**src/rtl/xge_pkt_gen_pkg.sv**
```systemverilog
// Shared types, widths and length helpers for the 10GE TX packet generator.
package xge_pkt_gen_pkg;

  localparam int LEN_W  = 14;
  localparam int NUM_W  = 16;
  localparam int IPG_W  = 8;
  localparam int CNT_W  = 32;
  localparam int DATA_W = 64;

  typedef enum logic [1:0] {IDLE, DATA, GAP} state_t;

  // Valid bytes in the eop word; 0 means all eight.
  function automatic logic [2:0] mod_of(input logic [LEN_W-1:0] len);
    return len[2:0];
  endfunction

  function automatic logic [LEN_W-1:0] words_of(input logic [LEN_W-1:0] len);
    logic [LEN_W:0] sum;
    sum = {1'b0, len} + (LEN_W+1)'(7);
    return LEN_W'(sum >> 3);
  endfunction

endpackage

```
**src/rtl/xge_pkt_gen_pattern.sv**
```systemverilog
// Combinational payload word builder: byte k of packet p is (p + k) mod 256,
// bytes past the packet length are zero. Define XGE_PKT_GEN_SEQNUM_EN to
// overwrite bytes 0..3 with the big-endian burst sequence number.
module xge_pkt_gen_pattern
  import xge_pkt_gen_pkg::*;
(
  input  logic [31:0]       pkt_idx,
  input  logic [LEN_W-1:0]  word_idx,
  input  logic [LEN_W-1:0]  len,
  output logic [DATA_W-1:0] data
);

  logic seq_en;

`ifdef XGE_PKT_GEN_SEQNUM_EN
  assign seq_en = (word_idx == '0) && (len >= LEN_W'(4));
`else
  assign seq_en = 1'b0;
`endif

  always_comb begin
    logic [LEN_W+2:0] k;
    k    = '0;
    data = '0;
    for (int i = 0; i < 8; i++) begin
      k = {word_idx, 3'(i)};
      if (k < {3'b000, len})
        data[DATA_W-1-8*i -: 8] = pkt_idx[7:0] + k[7:0];
    end
    if (seq_en)
      data[63:32] = pkt_idx;
  end

endmodule

```
**src/rtl/xge_pkt_gen.sv**
```systemverilog
// Packet burst source for the 10GE MAC TX enqueue interface, all outputs registered.
// Optional sequence-number insert: define XGE_PKT_GEN_SEQNUM_EN.
module xge_pkt_gen
  import xge_pkt_gen_pkg::*;
#(
  parameter int MIN_LEN = 1,
  parameter int MAX_LEN = 9600
) (
  input  logic              clk_156m25,
  input  logic              reset_156m25,
  input  logic              start,
  input  logic              stop,
  input  logic [LEN_W-1:0]  cfg_len,
  input  logic [NUM_W-1:0]  cfg_num,
  input  logic [IPG_W-1:0]  cfg_ipg,
  input  logic              pkt_tx_full,
  output logic [DATA_W-1:0] pkt_tx_data,
  output logic              pkt_tx_val,
  output logic              pkt_tx_sop,
  output logic              pkt_tx_eop,
  output logic [2:0]        pkt_tx_mod,
  output logic              busy,
  output logic              done,
  output logic [CNT_W-1:0]  pkt_sent_cnt
);

  localparam logic [LEN_W-1:0] MIN_L = LEN_W'(MIN_LEN);
  localparam logic [LEN_W-1:0] MAX_L = LEN_W'(MAX_LEN);

  state_t             state_q, state_d;
  logic [LEN_W-1:0]   len_q, len_d, words_q, words_d, word_q, word_d;
  logic [NUM_W-1:0]   num_q, num_d;
  logic [IPG_W-1:0]   ipg_q, ipg_d, gap_q, gap_d;
  logic [31:0]        pkt_q, pkt_d;
  logic               stop_seen_q, stop_seen_d;
  logic               end_pend_q, end_pend_d;

  logic [DATA_W-1:0]  data_d;
  logic               val_d, sop_d, eop_d, busy_d, done_d;
  logic [2:0]         mod_d;
  logic [CNT_W-1:0]   cnt_d;

  logic [LEN_W-1:0]   len_clamp;
  logic [DATA_W-1:0]  pat_data;
  logic               last_word, num_hit;

  assign len_clamp = (cfg_len < MIN_L) ? MIN_L : (cfg_len > MAX_L) ? MAX_L : cfg_len;
  assign last_word = (word_q == words_q - LEN_W'(1));
  assign num_hit   = (num_q != '0) && ((pkt_q + 32'd1) == {16'b0, num_q});

  xge_pkt_gen_pattern u_pattern (
    .pkt_idx  (pkt_q),
    .word_idx (word_q),
    .len      (len_q),
    .data     (pat_data)
  );

  always_comb begin
    // NOTE: every signal gets a default first so no path through the case infers a latch.
    state_d     = state_q;
    len_d       = len_q;
    words_d     = words_q;
    num_d       = num_q;
    ipg_d       = ipg_q;
    gap_d       = gap_q;
    word_d      = word_q;
    pkt_d       = pkt_q;
    stop_seen_d = stop_seen_q;
    end_pend_d  = end_pend_q;
    busy_d      = busy;
    done_d      = 1'b0;
    cnt_d       = pkt_sent_cnt;
    data_d      = '0;
    val_d       = 1'b0;
    sop_d       = 1'b0;
    eop_d       = 1'b0;
    mod_d       = '0;

    case (state_q)
      IDLE: begin
        // The burst is closed one cycle after its last eop (or after a stop in GAP).
        if (end_pend_q) begin
          done_d     = 1'b1;
          busy_d     = 1'b0;
          end_pend_d = 1'b0;
        end else if (start) begin
          len_d       = len_clamp;
          words_d     = words_of(len_clamp);
          num_d       = cfg_num;
          ipg_d       = cfg_ipg;
          word_d      = '0;
          pkt_d       = '0;
          stop_seen_d = 1'b0;
          busy_d      = 1'b1;
          state_d     = DATA;
        end
      end

      DATA: begin
        if (stop) stop_seen_d = 1'b1;
        if (!pkt_tx_full) begin
          val_d  = 1'b1;
          data_d = pat_data;
          sop_d  = (word_q == '0);
          if (last_word) begin
            eop_d  = 1'b1;
            mod_d  = mod_of(len_q);
            cnt_d  = pkt_sent_cnt + 32'd1;
            pkt_d  = pkt_q + 32'd1;
            word_d = '0;
            if (stop || stop_seen_q || num_hit) begin
              state_d     = IDLE;
              end_pend_d  = 1'b1;
              stop_seen_d = 1'b0;
            end else if (ipg_q != '0) begin
              state_d = GAP;
              gap_d   = ipg_q;
            end
          end else begin
            word_d = word_q + LEN_W'(1);
          end
        end
      end

      GAP: begin
        if (stop) begin
          state_d    = IDLE;
          end_pend_d = 1'b1;
        end else if (gap_q == IPG_W'(1)) begin
          state_d = DATA;
        end else begin
          gap_d = gap_q - IPG_W'(1);
        end
      end

      default: state_d = IDLE;
    endcase
  end

  // NOTE: state updates use non-blocking assignments so every register samples pre-edge values.
  always_ff @(posedge clk_156m25) begin
    if (reset_156m25) begin
      state_q      <= IDLE;
      len_q        <= '0;
      words_q      <= '0;
      num_q        <= '0;
      ipg_q        <= '0;
      gap_q        <= '0;
      word_q       <= '0;
      pkt_q        <= '0;
      stop_seen_q  <= 1'b0;
      end_pend_q   <= 1'b0;
      busy         <= 1'b0;
      done         <= 1'b0;
      pkt_sent_cnt <= '0;
      pkt_tx_data  <= '0;
      pkt_tx_val   <= 1'b0;
      pkt_tx_sop   <= 1'b0;
      pkt_tx_eop   <= 1'b0;
      pkt_tx_mod   <= '0;
    end else begin
      state_q      <= state_d;
      len_q        <= len_d;
      words_q      <= words_d;
      num_q        <= num_d;
      ipg_q        <= ipg_d;
      gap_q        <= gap_d;
      word_q       <= word_d;
      pkt_q        <= pkt_d;
      stop_seen_q  <= stop_seen_d;
      end_pend_q   <= end_pend_d;
      busy         <= busy_d;
      done         <= done_d;
      pkt_sent_cnt <= cnt_d;
      pkt_tx_data  <= data_d;
      pkt_tx_val   <= val_d;
      pkt_tx_sop   <= sop_d;
      pkt_tx_eop   <= eop_d;
      pkt_tx_mod   <= mod_d;
    end
  end

endmodule

```
**config.mk**
```make
export PLATFORM = sky130hd
export DESIGN_NAME = xge_pkt_gen
export DESIGN_NICKNAME = d
export VERILOG_FILES = /design/src/rtl/xge_pkt_gen_pkg.sv /design/src/rtl/xge_pkt_gen_pattern.sv /design/src/rtl/xge_pkt_gen.sv
export SDC_FILE = /design/constraint.sdc
export NUM_CORES = 1
export LEC_CHECK = 0
export CAP_MARGIN = 0
export CORE_MARGIN = 2
export CORE_UTILIZATION = 40
export DETAILED_ROUTE_END_ITERATION = 7
export GPL_TIMING_DRIVEN = 0
export PLACE_DENSITY = 0.72
export SKIP_CTS_REPAIR_TIMING = 1
export SLEW_MARGIN = 40
export SYNTH_ARGS = -nofsm -noshare
export SYNTH_HDL_FRONTEND = slang
export SYNTH_SLANG_ARGS = --single-unit
export TNS_END_PERCENT = 5
```
**constraint.sdc**
```tcl
create_clock -name clk_156m25 -period 5.5 [get_ports clk_156m25]
set_clock_uncertainty 0.1 [all_clocks]
set_input_delay 1.1 -clock clk_156m25 [delete_from_list [all_inputs] [get_ports clk_156m25]]
set_output_delay 1.1 -clock clk_156m25 [all_outputs]
set_load 0.03 [all_outputs]
```
* Word-level counts from Yosys, hierarchy flattened
Cells that the tools add are included.
** Word-level totals
- Register bits after elaboration :: 212
- Input port bits :: 43
- Output and inout port bits :: 104
- Word-level logic and storage cells :: 156
** Operators by class
- $add $sub $neg :: 14
- $lt $le $gt $ge :: 10
- Equality and inequality tests :: 17
- Mux-type cells :: 45
- Bitwise logic cells :: 13
- Reductions and logical operators :: 32
** Operator list (number)
- $lt A17 B14 Y1 :: 8
- $mux W32 :: 4
- $mux W14 :: 6
- $add A32 B1 Y32 const B :: 2
- $add A8 B8 Y8 :: 8
- $pmux W32 S2 :: 1
- $mux W8 :: 6
- $reduce_or A4 Y1 :: 9
- $eq A32 B16 Y1 :: 1
- $pmux W14 S2 :: 1
- $ne A2 B2 Y1 const B :: 10
- $mux W2 :: 8
- $pmux W8 S2 :: 1
- $reduce_bool A16 Y1 :: 1
- $add A14 B3 Y15 const B :: 1
- $mux W1 :: 15
- $add A14 B1 Y14 const B :: 1
- $eq A14 B14 Y1 :: 1
- $gt A14 B14 Y1 const B :: 1
- $logic_not A14 Y1 :: 1
- $lt A14 B1 Y1 const B :: 1
- $not A1 Y1 :: 13
- $sub A12 B1 Y13 const B :: 1
- $reduce_and A5 Y1 :: 2
- other kinds (21) :: 28

* Depth between registers and ports, before layout
- Depth after elaboration :: 8
- Mapped depth :: 13
- Mapped depth without buffers :: 11

* Cells and area by module
Synthesis repeated with hierarchy kept, for this count alone.
** Unflattened totals
- Cell total of the unflattened synthesis :: 1448
- Area, all modules :: 11541.1 um^2
** By module, submodules not included
- xge_pkt_gen :: instances 1, cells each 1187, area each 9818.2 um^2, seq. area each 4244.1 um^2
- xge_pkt_gen_pattern :: instances 1, cells each 261, area each 1722.9 um^2, seq. area each 0.0 um^2

* Worst setup path after synthesis
Ideal clock, no wire load.
- Path kind :: register to register
- Start :: register pkt_q[1]
- End :: register state_q[0]
- Library setup time :: 72 ps
- Data arrival time :: 3126 ps
- Data required time :: 5328 ps
- Setup slack :: 2202 ps
- Cell stages (with the launch flop) :: 13
- Path buffers :: 2
- Period minus slack after synthesis :: 3298 ps
- Cell sequence :: dfxtp_1 > ha_1 > clkbuf_1 > and3_1 > clkbuf_1 > nand4_1 > o31a_1 > nor4_1 > nand4_1 > nor3_1 > a21oi_1 > a211oi_1 > mux2i_1
** Between the ends
- Cells in the longest elaborated chain, start to end :: 8
- Elaborated cells between the ends (all ways) :: 10
- Those cells by class :: 1 x add/sub; 2 x eq/ne; 4 x mux; 3 x reduce/logical
** RTL lines
- start, declared :: RTL line xge_pkt_gen.sv:34 : logic [31:0] pkt_q, pkt_d;
- start signal, assigned :: RTL line xge_pkt_gen.sv:169 : pkt_q <= pkt_d;
- $add A32 B1 Y32 * :: RTL line xge_pkt_gen.sv:49 : assign num_hit = (num_q != '0) && ((pkt_q + 32'd1) == {16'b0, num_q});
- $eq A32 B16 Y1 * :: RTL line xge_pkt_gen.sv:49
- $logic_and A1 B1 Y1 * :: RTL line xge_pkt_gen.sv:49
- $logic_or A1 B1 Y1 * :: RTL line xge_pkt_gen.sv:111 : if (stop || stop_seen_q || num_hit) begin
- $mux W2 :: RTL line xge_pkt_gen.sv:111
- $mux W2 :: RTL line xge_pkt_gen.sv:105 : if (last_word) begin
- $mux W2 :: RTL line xge_pkt_gen.sv:101 : if (!pkt_tx_full) begin
- $pmux W2 S3 :: RTL line xge_pkt_gen.sv:79 : case (state_q)
- end signal, assigned :: RTL line xge_pkt_gen.sv:162 : state_q <= state_d;
- end, declared :: RTL line xge_pkt_gen.sv:30 : state_t state_q, state_d;
Every way passes the cells marked *; elsewhere a longest branch is shown, timed or not. The select of a mux whose other input is x is not followed.
A chain may end at the register's enable or synchronous reset.

* Worst setup path in the final report
Ends and elaborated chain as after synthesis.

==> run_results.csv <==
group,metric,value,unit
yosys,synthSimpleGateAreaFrac,0.261,
timing,setup_ws,1140,ps
finish,stdcell_area,0.0137,mm2
global_routing,grt_pass1_wl,51200,um
hold_path,hold_path.class,"reg2reg",
yosys,synthXorXnorAreaFrac,0.0887,
yosys,ys_ff_latch,212,
floorplan,fp.coreArea,0.0268,mm2
finish,final_common_cell,"dfxtp_1",
drt,routed_wl,31800,um
yosys,avgSynthCellArea,8.04,um2
setup_path,end_kind,"register",
setup_path,critPathKind,"reg2reg",
clocking,clkTransAtPathRegs,60,ps
clocking,cts.path.max_buffers,3,
setup_path,start_kind,"register",
timing,hold_violations,0,
finish,layout.nets,1604,
setup_path,critPathMaxStageDelay,620,ps
global_routing,grt.overflow.total,0,
finish,area_delta_synth_final,25.8,%
floorplan,ios,147,
clocking,cts_sinks,212,
timing,fin_crit_sh,0.793,
place,finalWeightedCongestion,0.963,
yosys,synth_nets,1432,
place,post-dp-hpwl,23600,um
setup_path,worstSetupStartpoint,"pkt_q[1]",
global_routing,grtUsageTotal,0.220,
place,portBuffers,145,
setup_path,r2r_setup_slack,1140,ps
drt,drt.antenna.violating_nets,0,
setup_path,critical_path_buf_inv_count,2,
yosys,synth_edf_count,0,
drt,firstDrtPassIters,5,
finish,drive_gt1_frac,0.0473,
setup_path,cp_cell_sequence,"ha_1, clkbuf_1, and3_1, clkbuf_1, nand4_1, nor3_1, mux2i_1, nand4_1, nor3_1, a21oi_1, a211oi_1, mux2i_1",
clocking,clock_latency,530,ps
yosys,yosys_warnings,0,
yosys,synth-adder-area-share,0.0452,
clocking,root_buffer,"clkbuf_16",
floorplan,die_h,169,um
setup_path,cp_slowest_cell,"dfxtp_1",
global_routing,antenna_found_initial,0,
yosys,synthMuxAreaShare,0.0151,
timing,max_freq,229,MHz
clocking,cts_tree,"built",
clocking,htreeDepth,1,
drt,vias,10400,
yosys,synth_ff_type,"dfxtp_1",
floorplan,die_area,0.0285,mm2
pwr,power_density,351,mW/mm2
timing,drv_slew,0,
global_routing,grt_max_degree,15,
timing,finalSetupTns,0,ps
timing,finalSetupViolCount,0,
global_routing,grt_pass1_vias,9678,
timing,rsz0062_at_grt,"no",
clocking,numCtsBuffers,25,
hold_path,holdCritStartpoint,"len_q[12]",
yosys,synth_top_family_by_area,"simple AND/OR/NAND/NOR gates",
place,dp_slack,1270,ps
place,place_area,0.0128,mm2
timing,worstMarginPinSlew,799,ps
yosys,synth_cell_types,73,
yosys,synth_compound_area_frac,0.156,
setup_path,r2r-start,"pkt_q[1]",
floorplan,die_x,169,um
finish,n_antenna_cell,0,
drt,wl_per_cell,16.9,um
setup_path,cp.required,5840,ps
yosys,ys_async_sr_fraction,0,
drt,post_drt_via_cell_ratio,5.51,
yosys,netlist_instances,1351,
job,maxCapViolations,0,
drt,remaining_drc_errors,0,
setup_path,crit_fanout,11,
timing,period_minus_slack,4360,ps
floorplan,start_util,0.405,
timing,slew_headroom,0.467,
finish,final_cell_mix,"dfxtp_1 (212), nor2_1 (159), clkdlybuf4s50_1 (145)",
yosys,ys_seq_area_frac,0.391,
setup_path,crit_family,"simple AND/OR/NAND/NOR gates",
outcome,status,"finished, final reports clean",
floorplan,rows,60,
pwr,vdd_drop_max,0.000260,V
drt,drtIter0Drc,778,
setup_path,arrival,4700,ps
pwr,p_leak,4.81,nW
yosys,syn_area,0.0109,mm2
finish,fillers,2498,
-- metrics by stage --
stage / cells / utilization / total power [mW] / hold slack [ps]
6_report: 1883 / 0.510 / 4.79 / 358
3_3_place_gp: 1837 / 0.475 / 2.97 / 343
3_5_place_dp: 1837 / 0.476 / 2.99 / 350
4_1_cts: 1883 / 0.510 / 4.80 / 358
2_1_floorplan: 1351 / - / 2.58 / 332
5_1_grt: 1883 / 0.510 / 5.02 / 384
-- cell type report --
cell class	instances	area (um2)	share of cell area
Buffer	68	262	0.0191
Clock inverter	13	210	0.0154
Timing Repair Buffer	145	1450	0.106
Sequential cell	212	4240	0.311
Tap cell	341	427	0.0312
Inverter	55	206	0.0151
Clock buffer	33	696	0.0509
Multi-Input combinational cell	1016	6160	0.451
-- state kept, by name (all words and copies together), names as in the netlist --
register	cells
end_pend_q	1
gap_q	8
pkt_tx_data	64
pkt_q	32
pkt_tx_eop	1
num_q	16
done	1
pkt_tx_sop	1
pkt_tx_val	1
len_q	14
ipg_q	8
pkt_tx_mod	3
stop_seen_q	1
busy	1
words_q	12
word_q	14
pkt_sent_cnt	32
state_q	2
-- worst min-delay path, cell delays in order, from the launching register on --
cell	delay (ps)
dfxtp_1	310
nand2_1	50
a21oi_1	50
-- path summary, 6_finish.rpt --
| path | to | cells past startpoint |
|---|---|---|
| max | state_q[0] | 12 |
| min | len_q[12] | 2 |
| max reg2reg | state_q[0] | 12 |
| min reg2reg | len_q[12] | 2 |
-- cell usage after synthesis, drive strengths merged (6+ instances only) --
library cell	number	share of area
a21o	16	0.011
and2	8	0.0046
mux2i	13	0.012
nor4	24	0.014
o31ai	6	0.0041
nand4	29	0.017
or3	34	0.020
nor2	160	0.056
o21ai	78	0.036
dfxtp	212	0.39
nor2b	13	0.0075
a311oi	9	0.0073
or4	15	0.011
buf	9	0.0036
nand2b	10	0.0058
inv	55	0.019
nand2	129	0.045
nor3	31	0.018
or2	7	0.0040
a21oi	124	0.057
xnor2	66	0.053
ha	36	0.041
nand3	56	0.026
xor2	44	0.035
clkbuf	59	0.021
nand3b	13	0.0090
and3	18	0.010
-- power breakdown --
| part | internal, mW | switching [mW] |
|---|---|---|
| Clock | 1.13 | 0.680 |
| Combinational | 0.429 | 0.800 |
| Sequential | 1.64 | 0.107 |
| Total | 3.20 | 1.59 |
-- cell families (layout without fill, tap and decap cells) --
group / count (synthesis) / after routing
AOI/OAI and AO/OA: 286 / 286
xor gates and xnor gates: 110 / 110
adders and majority gates: 38 / 38
buffers and inverters: 123 / 314
DFF: 212 / 212
muxes: 16 / 16
and+or+nand+nor: 566 / 566
-- layer usage --
metal | vias to the layer above | wire (um) | track usage
li1 | 5082 | - | -
met3 | 50 | 2260 | 0.0367
met4 | 0 | 809 | 0.0630
met1 | 4872 | 14100 | 0.299
met2 | 376 | 14700 | 0.359
met5 | - | 0 | 0
Note: power is estimated with default switching activity, not from simulation.
